## config.mk

```make
export PLATFORM = sky130hd
export DESIGN_NAME = uart_rx_fifo
export DESIGN_NICKNAME = d
export VERILOG_FILES = /design/src/rtl/uart_pkg.sv /design/src/rtl/sync_fifo.sv /design/src/rtl/uart_rx_fifo.sv
export SDC_FILE = /design/constraint.sdc
export NUM_CORES = 1
export LEC_CHECK = 0
export CAP_MARGIN = 20
export CORE_MARGIN = 2
export CORE_UTILIZATION = 50
export CTS_CLUSTER_DIAMETER = 40
export DETAILED_ROUTE_END_ITERATION = 16
export PLACE_DENSITY = 0.77
export SLEW_MARGIN = 5
export SYNTH_ARGS = -nofsm -noshare
export SYNTH_HDL_FRONTEND = slang
export SYNTH_SLANG_ARGS = --single-unit
```

## constraint.sdc

```tcl
create_clock -name clk -period 7.3 [get_ports clk]
set_clock_uncertainty 0.15 [all_clocks]
set_input_delay 2.19 -clock clk [delete_from_list [all_inputs] [get_ports clk]]
set_output_delay 2.19 -clock clk [all_outputs]
set_load 0.005 [all_outputs]
```

## src/rtl/uart_pkg.sv

```systemverilog
`default_nettype none
// ============================================================================
// Module      : uart_pkg
// Description : Shared definitions for the UART receive front end: receiver
//               FSM state encoding, frame data width and the default bit
//               period.
// Revision    : 1.0 - initial release
// ============================================================================
package uart_pkg;

  // Data bits per 8N1 frame (start and stop bits are handled by the FSM)
  localparam int DATA_BITS = 8;

  // Default bit period: 50 MHz core clock at 115200 baud
  localparam int CLKS_PER_BIT_DEFAULT = 434;

  // Receiver FSM states
  typedef enum logic [2:0] {
    ST_IDLE  = 3'd0,
    ST_START = 3'd1,
    ST_DATA  = 3'd2,
    ST_STOP  = 3'd3,
    ST_BREAK = 3'd4
  } rx_state_e;

endpackage : uart_pkg
`default_nettype wire

```

## src/rtl/sync_fifo.sv

```systemverilog
`default_nettype none
// ============================================================================
// Module      : sync_fifo
// Description : Single-clock show-ahead FIFO built from a register array.
//               Pointers carry one extra wrap bit so that full and empty can
//               be told apart without a separate counter.
// Ports       : clk   - clock, rising edge
//               rst_n - synchronous active-low reset (clears pointers)
//               push  - write din this edge (dropped when full unless a pop
//                       happens in the same cycle)
//               din   - write data
//               pop   - advance the read pointer (ignored when empty)
//               dout  - head entry, zero when empty
//               empty - no entry held
//               full  - DEPTH entries held
//               level - occupancy, 0..DEPTH
// Revision    : 1.0 - initial release
// ============================================================================
module sync_fifo #(
  parameter int WIDTH      = 8,
  parameter int DEPTH_LOG2 = 4
) (
  input  logic                  clk,
  input  logic                  rst_n,
  input  logic                  push,
  input  logic [WIDTH-1:0]      din,
  input  logic                  pop,
  output logic [WIDTH-1:0]      dout,
  output logic                  empty,
  output logic                  full,
  output logic [DEPTH_LOG2:0]   level
);

  localparam int DEPTH = 1 << DEPTH_LOG2;

  logic [WIDTH-1:0]    mem_q [DEPTH];
  logic [DEPTH_LOG2:0] wp_q, wp_d;
  logic [DEPTH_LOG2:0] rp_q, rp_d;
  logic                w_pop_ok;
  logic                w_push_ok;

  assign empty = (wp_q == rp_q);
  assign full  = (wp_q[DEPTH_LOG2] != rp_q[DEPTH_LOG2]) &&
                 (wp_q[DEPTH_LOG2-1:0] == rp_q[DEPTH_LOG2-1:0]);
  assign level = wp_q - rp_q;

  // A pop only counts when there is something to pop. A push into a full
  // FIFO is still accepted when the head leaves in the same cycle: the slot
  // being written is exactly the one being vacated.
  assign w_pop_ok  = pop && !empty;
  assign w_push_ok = push && (!full || w_pop_ok);

  assign dout = empty ? '0 : mem_q[rp_q[DEPTH_LOG2-1:0]];

  always_comb begin
    wp_d = wp_q;
    rp_d = rp_q;
    if (w_push_ok) wp_d = wp_q + 1'b1;
    if (w_pop_ok)  rp_d = rp_q + 1'b1;
  end

  always_ff @(posedge clk) begin
    if (!rst_n) begin
      wp_q <= '0;
      rp_q <= '0;
    end else begin
      wp_q <= wp_d;
      rp_q <= rp_d;
    end
  end

  // Storage needs no reset: dout is masked while the FIFO is empty.
  always_ff @(posedge clk) begin
    if (w_push_ok) mem_q[wp_q[DEPTH_LOG2-1:0]] <= din;
  end

endmodule : sync_fifo
`default_nettype wire

```

## src/rtl/uart_rx_fifo.sv

```systemverilog
`default_nettype none
// ============================================================================
// Module      : uart_rx_fifo
// Description : UART receive front end. Synchronises the async 8N1 serial
//               line, deserialises LSB-first bytes and queues them in a
//               show-ahead FIFO read by the core's UART load path.
// Ports       : clk        - core clock, rising edge
//               rst_n      - synchronous active-low reset
//               rxd        - asynchronous serial line, idle high
//               uart_empty - FIFO holds no byte
//               uart_in    - head byte, 8'h00 when empty
//               uart_rdreq - pop head at this edge (ignored when empty)
//               uart_level - FIFO occupancy, 0..DEPTH
//               overrun    - pulse: good byte dropped, FIFO full
//               frame_err  - pulse: stop bit low, byte discarded
// Revision    : 1.0 - initial release
// ============================================================================
module uart_rx_fifo
  import uart_pkg::*;
#(
  parameter int CLKS_PER_BIT = CLKS_PER_BIT_DEFAULT,
  parameter int DEPTH_LOG2   = 4
) (
  input  logic                  clk,
  input  logic                  rst_n,
  input  logic                  rxd,
  output logic                  uart_empty,
  output logic [DATA_BITS-1:0]  uart_in,
  input  logic                  uart_rdreq,
  output logic [DEPTH_LOG2:0]   uart_level,
  output logic                  overrun,
  output logic                  frame_err
);

  localparam int CW = $clog2(CLKS_PER_BIT);
  localparam logic [CW-1:0] CNT_FULL = CW'(CLKS_PER_BIT - 1);
  localparam logic [CW-1:0] CNT_HALF = CW'(CLKS_PER_BIT / 2 - 1);
  localparam logic [2:0]    BIT_LAST = 3'(DATA_BITS - 1);

  // Two-flop synchroniser; both flops idle high so reset cannot fake a start
  logic sync1_q;
  logic rxs_q;

  rx_state_e            state_q, state_d;
  logic [CW-1:0]        cnt_q, cnt_d;
  logic [2:0]           bit_q, bit_d;
  logic [DATA_BITS-1:0] shreg_q, shreg_d;
  logic                 frame_err_q, frame_err_d;
  logic                 overrun_q, overrun_d;
  logic                 push_req;

  logic                 fifo_full;

  always_ff @(posedge clk) begin
    if (!rst_n) begin
      sync1_q <= 1'b1;
      rxs_q   <= 1'b1;
    end else begin
      sync1_q <= rxd;
      rxs_q   <= sync1_q;
    end
  end

  always_ff @(posedge clk) begin
    if (!rst_n) begin
      state_q     <= ST_IDLE;
      cnt_q       <= '0;
      bit_q       <= '0;
      shreg_q     <= '0;
      frame_err_q <= 1'b0;
      overrun_q   <= 1'b0;
    end else begin
      state_q     <= state_d;
      cnt_q       <= cnt_d;
      bit_q       <= bit_d;
      shreg_q     <= shreg_d;
      frame_err_q <= frame_err_d;
      overrun_q   <= overrun_d;
    end
  end

  always_comb begin
    state_d     = state_q;
    cnt_d       = cnt_q;
    bit_d       = bit_q;
    shreg_d     = shreg_q;
    push_req    = 1'b0;
    frame_err_d = 1'b0;

    case (state_q)
      ST_IDLE: begin
        cnt_d = '0;
        if (!rxs_q) state_d = ST_START;
      end

      // Re-check the line half a bit in; a high level means a glitch
      ST_START: begin
        if (cnt_q == CNT_HALF) begin
          cnt_d   = '0;
          bit_d   = '0;
          state_d = rxs_q ? ST_IDLE : ST_DATA;
        end else begin
          cnt_d = cnt_q + 1'b1;
        end
      end

      // LSB arrives first, so shift in from the top
      ST_DATA: begin
        if (cnt_q == CNT_FULL) begin
          cnt_d   = '0;
          shreg_d = {rxs_q, shreg_q[DATA_BITS-1:1]};
          bit_d   = bit_q + 1'b1;
          if (bit_q == BIT_LAST) state_d = ST_STOP;
        end else begin
          cnt_d = cnt_q + 1'b1;
        end
      end

      ST_STOP: begin
        if (cnt_q == CNT_FULL) begin
          cnt_d = '0;
          if (rxs_q) begin
            push_req = 1'b1;
            state_d  = ST_IDLE;
          end else begin
            frame_err_d = 1'b1;
            state_d     = ST_BREAK;
          end
        end else begin
          cnt_d = cnt_q + 1'b1;
        end
      end

      // Wait out a held-low line so it cannot look like a stream of starts
      ST_BREAK: begin
        cnt_d = '0;
        if (rxs_q) state_d = ST_IDLE;
      end

      default: begin
        state_d = ST_IDLE;
        cnt_d   = '0;
      end
    endcase
  end

  // A byte is lost only when the FIFO is full and no pop frees a slot now
  assign overrun_d = push_req && fifo_full && !(uart_rdreq && !uart_empty);

  assign overrun   = overrun_q;
  assign frame_err = frame_err_q;

  sync_fifo #(
    .WIDTH      (DATA_BITS),
    .DEPTH_LOG2 (DEPTH_LOG2)
  ) u_fifo (
    .clk   (clk),
    .rst_n (rst_n),
    .push  (push_req),
    .din   (shreg_q),
    .pop   (uart_rdreq),
    .dout  (uart_in),
    .empty (uart_empty),
    .full  (fifo_full),
    .level (uart_level)
  );

endmodule : uart_rx_fifo
`default_nettype wire

```

Word level (Yosys, flattened, before mapping)

Memory sizes are Yosys's and may differ from the RTL's. A register that Yosys moved wholly into a read port is not among the register bits.
Cells that the tools add are included.

Add/subtract/negate cells: 5
Eq/ne operators: 16
Multiplexer cells: 24
Reduce and logical (&&, ||, !) cells: 16

Operators by type and width:

| cell                                                 | count |
|---|---|
| 2-to-1 mux 3 bit                                     | 9 |
| 2-to-1 mux 9 bit                                     | 2 |
| one-hot mux 9 bit (2 select lines)                   | 1 |
| one-hot mux 3 bit (5 select lines)                   | 1 |
| != test 2 bit (second input constant)                | 6 |
| adder 5 x 1 -> 5 bit (second input constant)         | 2 |
| adder 9 x 1 -> 9 bit (second input constant)         | 1 |
| equality test 9 x 8 -> 1 bit (second input constant) | 1 |
| equality test 9 bit (second input constant)          | 1 |
| 2-to-1 mux 4 bit                                     | 2 |
| 2-to-1 mux 8 bit                                     | 1 |
| equality test 3 x 2 -> 1 bit (second input constant) | 2 |
| equality test 3 bit (second input constant)          | 2 |
| 2-to-1 mux 1 bit                                     | 6 |
| one-hot mux 3 bit (2 select lines)                   | 1 |
| AND reduction 3 bit                                  | 2 |
| AND reduction 6 bit                                  | 1 |
| equality test 5 bit                                  | 1 |
| logical AND 1 bit                                    | 5 |
| subtractor 5 bit                                     | 1 |
| equality test 4 bit                                  | 1 |
| adder 3 x 1 -> 3 bit (second input constant)         | 1 |
| equality test 3 x 1 -> 1 bit (second input constant) | 1 |
| zero test 1 bit                                      | 3 |
| 7 further kinds                                      | 7 |

Register bits after elaboration: 37
Bits in writable memories: 128
Input bits: 4
Output and inout bits: 16
Word-level logic and storage cells: 72
Memories kept: 1

Memories:

| memory       | words | width | rd ports | clocked after Yosys merged registers in | wr ports | line            | source |
|---|---|---|---|---|---|---|---|
| u_fifo.mem_q | 16    | 8     | 1        | 1                                       | 1        | sync_fifo.sv:36 | `logic [WIDTH-1:0] mem_q [DEPTH];` |

Depth between registers and ports, before layout

Depth after elaboration: 7
Mapped depth: 7
Depth with buffers taken out: 7

By module

Synthesis repeated with hierarchy kept, for this count alone.

Cell total of the unflattened synthesis: 431
Area total of the unflattened synthesis: 6985.4 um^2

Modules (own cells, without submodules):

| module       | times used | cells an instance | area each (um^2) | seq. area each (um^2) |
|---|---|---|---|---|
| sync_fifo    | 1          | 306               | 5803.1           | 4124.0 |
| uart_rx_fifo | 1          | 125               | 1182.4           | 540.5 |

Worst setup path after synthesis

Ideal clock, no wire load.

Kind: input to register
Start point: in uart_rdreq
End point: mem u_fifo.mem_q[3][0], enable pin
Library setup time: 0.383 ns
Arrival time: 3.611 ns
Data required time: 6.767 ns
Slack: 3.155 ns
Stages: 5
Buffers on the path: 1
Path through: inv_1 -> a311o_1 -> buf_6 -> or3_1 -> nor3_1

Cells in the longest elaborated chain, start to end: 5

RTL lines:

| what                                   | line               | source |
|---|---|---|
| from (decl)                            | uart_rx_fifo.sv:29 | `input logic uart_rdreq,` |
| logical AND 1 bit                      | sync_fifo.sv:50    | `assign w_pop_ok = pop && !empty;` |
| logical OR 1 bit                       | sync_fifo.sv:51    | `assign w_push_ok = push && (!full \|\| w_pop_ok);` |
| logical AND 1 bit                      | sync_fifo.sv:51    |  |
| 2-to-1 mux 1 bit                       | sync_fifo.sv:74    | `if (w_push_ok) mem_q[wp_q[DEPTH_LOG2-1:0]] <= din;` |
| 2-to-1 mux 1 bit (not written as such) | sync_fifo.sv:74    |  |
| to (decl)                              | sync_fifo.sv:36    |  |

No other way between the ends.

==> results_dict.tcl <==
set metrics [dict create \
    area_growth_pct 13.04 \
    antennaDiodeCount 0 \
    initial_utilization 0.5077 \
    layout_common_cells "edfxtp_1 (128), dfxtp_1 (40), nor2_1 (39)" \
    maxCapViolCount 0 \
    antenna_found_initial 0 \
    dpl.cell_count 627 \
    seqPwrFrac 0.547 \
    clkTransAtPathRegs_ns 0.06 \
    post_drt_wl_per_cell_um 20.65 \
    ir_drop_v 0.0001714 \
    power.switching_fraction 0.1993 \
    die_height_um 122.0 \
    syn_inst 447 \
    ys_ff_latch 169 \
    power_density_nw_per_um2 237.1 \
    outcome "finished clean" \
    crit_path_start_kind "flop" \
    min_to "rxs_q" \
    critical_path.most_common_cell "a211oi_1" \
    critical_path_arrival_ns 3.05 \
    grt-ovfl-total 0 \
    path_cells "mux4_2, nor2b_1, a211oi_1, a211oi_1, clkdlybuf4s50_1" \
    power_report.internal_total_w 0.001495 \
    timing.slew.headroom 0.3096 \
    cts_tree "done" \
    ys_seq_area_frac 0.6697 \
    port_buffers 19 \
    instances_no_fill 659 \
    finalNetCount 486 \
    rsz0062_at_grt "no" \
    grt_pass1_wl_um 21310 \
    layout_commonest_cell "edfxtp_1" \
    finalWeightedCongestion 0.8718 \
    dpl_cell_area_um2 7315 \
    drt_iter0_markers 386 \
    postLayoutCellArea_um2 7874 \
    track_usage 0.1976 \
    hold_class "reg -> reg" \
    clock_latency_ns 0.42 \
    route.detailed.vias_per_inst 5.947 \
    critical_path_required_ns 4.96 \
    setup_viol 0 \
    count_of_nets_left_with_antenna_violations_after_detail_routing 0 \
    worst_slew_pin_slew_ns 1.032 \
    cts_buffers 17 \
    htree_num_levels 4 \
    post-cts-setup-buffers 0 \
    placeableCoreArea_um2 13720 \
    crit_path_max_fanout 32 \
    post_synthesis_area_per_instance_um2 15.58 \
    post_route_drc 0 \
    max_stage_delay_ns 0.98 \
    dieWidth_um 122.0 \
    number_of_iterations_in_the_first_detailed_routing_pass 5 \
    clock_power_share 0.449 \
    hold_violations 0 \
    netlist-cell-type-count 45 \
    fmax_mhz 185.4 \
    ctsHoldBuffers 0 \
    floorplan.die_area_um2 14890 \
    grt_max_degree 33 \
    total_power_w 0.001867 \
    reg2regPathDepth 6 \
    worstReg2RegStart "u_fifo.wp_q[2]" \
    detail_route.wirelength_um 13610 \
    post_route_cells_drive_above_1_share 0.1524 \
    syn_area_um2 6965 \
    criticalPathCategory "reg -> out" \
    final.period_utilization 0.7388 \
    clockBufferDepth 2 \
    critical_path.reg2reg.endpoint "u_fifo.mem_q[0][5]" \
    static-leakage-power_nw 2.557 \
    period_minus_slack_ns 5.394 \
    worstSetupEndpointType "output port" \
    routed-via-count 3919 \
    postSynthNetCount 466 \
    share_comb_of_total_power 0.004 \
    cts_root_buf "clkbuf_16" \
    ys_warn_count 0 \
    cts_repair_resizes 0 \
    worst-r2r-setup-slack_ns 3.69 \
    timing.hold.worst_path_depth 1 \
    hpwlAfterDp_um 8287 \
    hold_path_startpoint "sync1_q" \
    rows 43 \
    first_global_vias 3868 \
    cts.sinks 169 \
    crit_path_top_delay_cell "dfxtp_2" \
    io_pins 20 \
    power.switching_w 0.0003721 \
    slew_violations 0 \
    total_negative_slack_for_setup_checks_ns 0 \
]
[cell type report]
type | instances | area (um2)
clock buffers | 18 | 429.2
clock inverters | 13 | 120.1
fillers | 1026 | 5846
inverters | 17 | 63.81
multi-input cells | 238 | 2145
flip-flops and latches | 169 | 4666
well taps | 180 | 225.2
repair buffers | 24 | 225.2
[kinds of logic after synthesis]
family | after synthesis | synth area share
flops | 169 | 0.6697
simple gates | 110 | 0.08497
compound gates | 50 | 0.04796
mux | 49 | 0.1279
buf+inv | 40 | 0.02389
fa+ha+maj | 15 | 0.02802
xor+xnor | 14 | 0.01760
[flip-flops by register name, indices dropped and copies added, names as in the netlist, named ones only]
name,flops
state_q,3
u_fifo.wp_q,5
cnt_q,9
shreg_q,8
overrun,1
frame_err,1
sync1_q,1
u_fifo.mem_q,128
rxs_q,1
bit_q,3
u_fifo.rp_q,5
[power groups by stage]
| stage | registers, W | clock network (W) | logic [W] |
|---|---|---|---|
| after floorplan | 0.00104 | 0 | 0.00000508 |
| after global placement | 0.00104 | 0 | 0.00000758 |
| after detailed placement | 0.00104 | 0 | 0.00000801 |
| after CTS | 0.00102 | 0.000848 | 0.00000805 |
| after global routing | 0.00102 | 0.000884 | 0.00000911 |
| final | 0.00102 | 0.000838 | 0.00000802 |
[metal layers]
metal | GRT usage | wire length, um | vias up | part of all wire
li1 | - | - | 1766 | -
met1 | 0.2537 | 5500 | 1950 | 0.40
met2 | 0.3289 | 6942 | 175 | 0.51
met3 | 0.04588 | 856 | 28 | 0.063
met4 | 0.07471 | 308 | 0 | 0.023
met5 | 0 | 0 | - | 0
[critical path: cells and delay by family, from the launching register on]
| kind | cells | cell delay [ns] |
|---|---|---|
| and+or+nand+nor | 1 | 0.16 |
| buffers and inverters | 1 | 0.49 |
| DFF | 1 | 0.98 |
| AOI/OAI and AO/OA | 2 | 0.34 |
| muxes | 1 | 0.66 |
[worst max path at each step]
stage                     cells after the start                 end        from
after global placement                        5  u_fifo.mem_q[3][2]  uart_rdreq
after CTS                                     5          uart_in[5]        flop
after global routing                          5          uart_in[5]        flop
after floorplan                               5  u_fifo.mem_q[3][0]  uart_rdreq
final                                         5          uart_in[2]        flop
after detailed placement                      5  u_fifo.mem_q[1][4]  uart_rdreq
[synth_stat cells, drive strengths merged]
library cell  count  area share
edfxtp          128        0.55
dfxtp            41        0.12
nor2             39       0.021
mux4             32        0.10
inv              17      0.0092
mux2i            17       0.024
a211oi           16       0.017
ha               14       0.025
a21oi            13      0.0093
buf              13      0.0093
nand2            13      0.0070
clkbuf           10      0.0054
xnor2            10       0.013
nand3             9      0.0065
nor2b             8      0.0072
nor3              8      0.0057
nand2b            6      0.0054
nand4             6      0.0054
o21ai             6      0.0043
o31ai             4      0.0043
or3               4      0.0036
xor2              4      0.0050
o22ai             3      0.0027
or4               3      0.0032
a21o              2      0.0022
and4b             2      0.0029
and4bb            2      0.0036
nand4b            2      0.0025
nor4              2      0.0018
a21boi            1      0.0011
a2bb2o            1      0.0014
a311o             1      0.0014
a311oi            1      0.0013
and3              1     0.00090
and4              1      0.0013
fa                1      0.0029
nand3b            1      0.0011
nand4bb           1      0.0040
nor3b             1      0.0011
o211ai            1      0.0011
o41a              1      0.0016
or2               1     0.00090
[metrics by stage]
| stage | util | hold WS [ns] | setup WS [ns] |
|---|---|---|---|
| after floorplan | - | 0.2363 | 3.155 |
| after global placement | 0.5322 | 0.2495 | 2.018 |
| after detailed placement | 0.5332 | 0.2493 | 1.997 |
| after CTS | 0.5732 | 0.2632 | 1.826 |
| after global routing | 0.5739 | 0.2685 | 1.679 |
| final | 0.5739 | 0.2585 | 1.906 |
No activity file was read; power rests on OpenSTA's default activity.
==> patch 1, RTL diff (same flow settings) <==
`DEPTH_LOG2` is set to 4 in 2 places; all go to 6.
--- a/src/rtl/sync_fifo.sv
+++ b/src/rtl/sync_fifo.sv
@@ -20,3 +20,3 @@
   parameter int WIDTH      = 8,
-  parameter int DEPTH_LOG2 = 4
+  parameter int DEPTH_LOG2 = 6
 ) (
--- a/src/rtl/uart_rx_fifo.sv
+++ b/src/rtl/uart_rx_fifo.sv
@@ -21,3 +21,3 @@
   parameter int CLKS_PER_BIT = CLKS_PER_BIT_DEFAULT,
-  parameter int DEPTH_LOG2   = 4
+  parameter int DEPTH_LOG2   = 6
 ) (
Ports: changed (resized uart_level); port bits go from 20 to 22. The function was not compared with the original's and may differ.
==> patch 1 against the unedited design <==
Area after synthesis increased to 3.2 times the old value; count of clock-buffer cells in the layout increased by 56; sequential cell count increased by 390; wire length increased to 3.7 times the old value; power increased to 3.5 times the old value; cell area increased to 3.2 times the old value; worst setup slack got worse by 1.1 ns; critical path depth increased by 4; critical path type unchanged; sequential share of layout area increased by 5.9 points.
==> patch 1: results <==
[clock_tree]
ctsResizeCount = 0
htree_levels = 2
clk_latency_ns = 0.62
clock-root-buffer = clkbuf_16
clockBufferDepth = 3
cts_buffers = 61

[routing]
viasPerCell = 6.250
drtIter0Drc = 1568
routed_wl_um = 49910
vias = 11670

[power]
power.leakage_nw = 7.643
vdd_drop_max_mv = 0.2008

[placed_design]
port_buffers = 21
dp_slack_ns = 1.587
place.gp.congestion = 0.9295
dp_cells = 1751
placed_area_um2 = 22980
place_hpwl_um = 29930

[min_path]
holdPathEnd = rxs_q$_SDFF_PN1_
min_path_type = reg -> reg
min_from = sync1_q$_SDFF_PN1_
hold_depth = 1

[setup_path]
r2r_end = u_fifo.mem_q[33][1]$_DFFE_PP_
cp_slowest_stage_delay_ns = 0.64
path_max_fanout = 10
rrSetupSlack_ns = 3.32
critPathTopFamily = simple AND/OR/NAND/NOR gates
r2r-start = cnt_q[0]$_SDFF_PN0_
critPathSlowestCell = nor2_1
worstPathArrival_ns = 4.11

[run_status]
status = finished clean

[grt]
grt_max_degree = 69
grt_pass1_wl_um = 74100
grt_usage_pct = 21.78
grt_antenna_before_repair = 0

[finish]
fin_area_um2 = 25080
nFillCells = 3207
largest_register_ffs = 512
drive_gt1_share_pct = 20.80

[timing]
setup_ws_ns = 0.8525
holdWs_ns = 0.2604
worst_slew_margin_rel_pct = 33.93

[logic_synthesis]
ys_types = 53
synth_area_leaders = edfxtp_1, mux4_2, dfxtp_1
synth_common_cells = edfxtp_1, mux4_2, nor2_1
synth_edf_count = 512
ys.warnings.count = 0
synthArstFlopShare_pct = 0
syn_inst = 1182
ys_seq_area_share_pct = 73.85
syn_nets = 1200
## patch 1: worst max-delay path by stage
stage                                            from  depth (start not counted)          to
after floorplan                             flip-flop                          8  uart_in[7]
after global placement    u_fifo.wp_q[4]$_SDFFE_PN0P_                          9  uart_in[6]
after detailed placement  u_fifo.wp_q[4]$_SDFFE_PN0P_                          9  uart_in[6]
after CTS                 u_fifo.wp_q[4]$_SDFFE_PN0P_                          9  uart_in[6]
after global routing      u_fifo.wp_q[4]$_SDFFE_PN0P_                          9  uart_in[6]
final                     u_fifo.wp_q[4]$_SDFFE_PN0P_                          9  uart_in[6]
## patch 1: report_power, final
part	switching, mW	internal, mW
clock	1.31	1.80
combinational	0.00460	0.00421
sequential	0.00112	3.44
## patch 1: area by class of cell
| class | count | area share (%) |
|---|---|---|
| Timing Repair Buffer | 41 | 1.816 |
| Tap cell | 592 | 2.954 |
| Clock buffer | 74 | 6.362 |
| Antenna cell | 1 | 0.009980 |
| Clock inverter | 39 | 1.776 |
| Multi-Input combinational cell | 546 | 21.71 |
| Sequential cell | 559 | 65.15 |
| Inverter | 15 | 0.2245 |
## patch 1: layer usage
layer	up-vias	track usage [%]	part of all wire, %
li1	4852	-	-
met1	6059	30.15	40
met2	637	33.96	48
met3	120	4.851	9.2
met4	0	8.866	3.8
met5	-	0	0
## patch 1: logic make-up (layout without fill, tap and decap cells)
family          count (synthesis)  in the layout  share of synthesized area (%)
compound gates                104            104                          3.222
xor+xnor                       21             21                         0.8325
fa+ha+maj                      14             14                         0.8268
buf+inv                        77            169                          1.518
flops                         559            559                          73.85
mux                           158            158                          14.10
other cells                     0              1                              0
simple gates                  249            249                          5.652
==> patch 2, RTL diff (same settings) <==
Without the edit above. The output `overrun` loses its register stage (`overrun_q` becomes a continuous assignment).
--- a/src/rtl/uart_rx_fifo.sv
+++ b/src/rtl/uart_rx_fifo.sv
@@ -70,3 +70,2 @@
       frame_err_q <= 1'b0;
-      overrun_q   <= 1'b0;
     end else begin
@@ -77,5 +76,6 @@
       frame_err_q <= frame_err_d;
-      overrun_q   <= overrun_d;
     end
   end
+
+  assign overrun_q = overrun_d;
 
Check against the original RTL: same outputs for any inputs over 10 cycles, from zero or initial values and one cycle with rst_n low; that may be too few to reach the edited logic, so the function may still have changed.
==> patch 2 against the unedited design <==
Power is 5.9% higher; cell count up 0.15%; area after synthesis shrank 0.38%; critical path depth unchanged; sequential cell count shrank 1; synthesized cell count is 0.67% lower; cell area increased by 1.0%; wire length decreased by 0.21%; clock power grew 14%; via count down 1.7%; register-to-register slack improved by 0.18 ns; worst setup slack got worse by 0.58 ns.
==> patch 2: results <==
[grt]
grt_max_degree = 33
grt_antenna_before_repair = 0
grt_pass1_vias = 3899
use_met3_pct = 5.993
grt_usage_pct = 19.84
grt_pass1_wl_um = 21250
met1_usage_pct = 26.31
use_met2_pct = 31.42

[finish]
drive_gt1_share_pct = 15.42
largest_register_ffs = 128
antenna_cells = 0
nets = 486
nFillCells = 1048

[timing]
worstMarginPinSlew_ns = 0.9628

[logic_synthesis]
ys_types = 45
syn_nets = 463
synth_area_leaders = edfxtp_1, dfxtp_1, mux4_2
synth_edf_count = 128
synthArstFlopShare_pct = 0
synth_common_cells = edfxtp_1, dfxtp_1, nor2_1
ys_seq_area_share_pct = 66.93
ys.warnings.count = 0

[clock_tree]
clockBufferDepth = 2
ctsResizeCount = 0
htree_levels = 4
cts_setup_buffers = 0
cts_hold_buf = 0
clk_latency_ns = 0.43
clock-root-buffer = clkbuf_16
cts_buffers = 17
clk_pin_slew_worst_paths_ns = 0.06

[placed_design]
placed_area_um2 = 7298
place.gp.congestion = 0.8583
port_buffers = 19
place_hpwl_um = 8490
dp_slack_ns = 1.338

[routing]
drtIter0Drc = 412
first_pass_iters = 5
routed_wl_um = 13580
viasPerCell = 5.839

[setup_path]
worstPathArrival_ns = 3.63
path_max_fanout = 4

[min_path]
min_path_type = reg -> reg

[run_status]
status = finished clean

[power]
power.leakage_nw = 2.592
vdd_drop_max_mv = 0.1723
-- patch 2: where the power goes --
part	total (mW)	internal [mW]	switching, mW	leakage, nW
Sequential	1.02	1.01	0.000959	1.51
Combinational	0.00807	0.00286	0.00520	0.774
Clock	0.954	0.603	0.350	0.309
-- patch 2: cell type report --
type	count	area, µm²	area share, %
Tap cell	180	225.2	2.831
Multi-Input combinational cell	237	2136	26.85
Timing Repair Buffer	26	252.7	3.177
Clock buffer	18	429.2	5.395
Clock inverter	14	202.7	2.548
Sequential cell	168	4646	58.40
Inverter	17	63.81	0.8021
-- patch 2: logic make-up (layout without fill, tap and decap cells) --
family | count (synthesis) | count (layout) | share of synthesized area, %
simple gates | 109 | 109 | 8.475
fa+ha+maj | 15 | 15 | 2.813
mux | 49 | 49 | 12.84
buf+inv | 39 | 75 | 2.362
flops | 168 | 168 | 66.93
compound gates | 50 | 50 | 4.814
xor+xnor | 14 | 14 | 1.767
-- patch 2: final timing paths --
check / endpoint / slack, ns / startpoint / cells past startpoint
worst max-delay path: overrun / 1.33 / uart_rdreq / 5
worst min register to register: rxs_q$_SDFF_PN1_ / 0.25 / sync1_q$_SDFF_PN1_ / 1
worst max register to register: u_fifo.mem_q[12][1]$_DFFE_PP_ / 3.87 / u_fifo.wp_q[2]$_SDFFE_PN0P_ / 5
worst min-delay path: rxs_q$_SDFF_PN1_ / 0.25 / sync1_q$_SDFF_PN1_ / 1
-- patch 2: per-stage QoR --
stage	cells	utilization, %
floorplan	444	-
global placement	624	53.09
detailed placement	626	53.20
CTS	658	57.80
global route	660	57.98
finish	660	57.98
-- patch 2: worst max-delay path, cell delays in order --
cell	delay, ns
clkdlybuf4s50_1	0.46
inv_1	0.11
nand3_1	0.07
nor4_1	0.24
clkdlybuf4s50_1	0.55
-- patch 2: metal layers --
metal  up-vias  part of all wire (%)
met3        17                   6.1
met4         0                   1.6
met2       136                    50
li1       1756                     -
met1      1945                    42
met5         -                     0
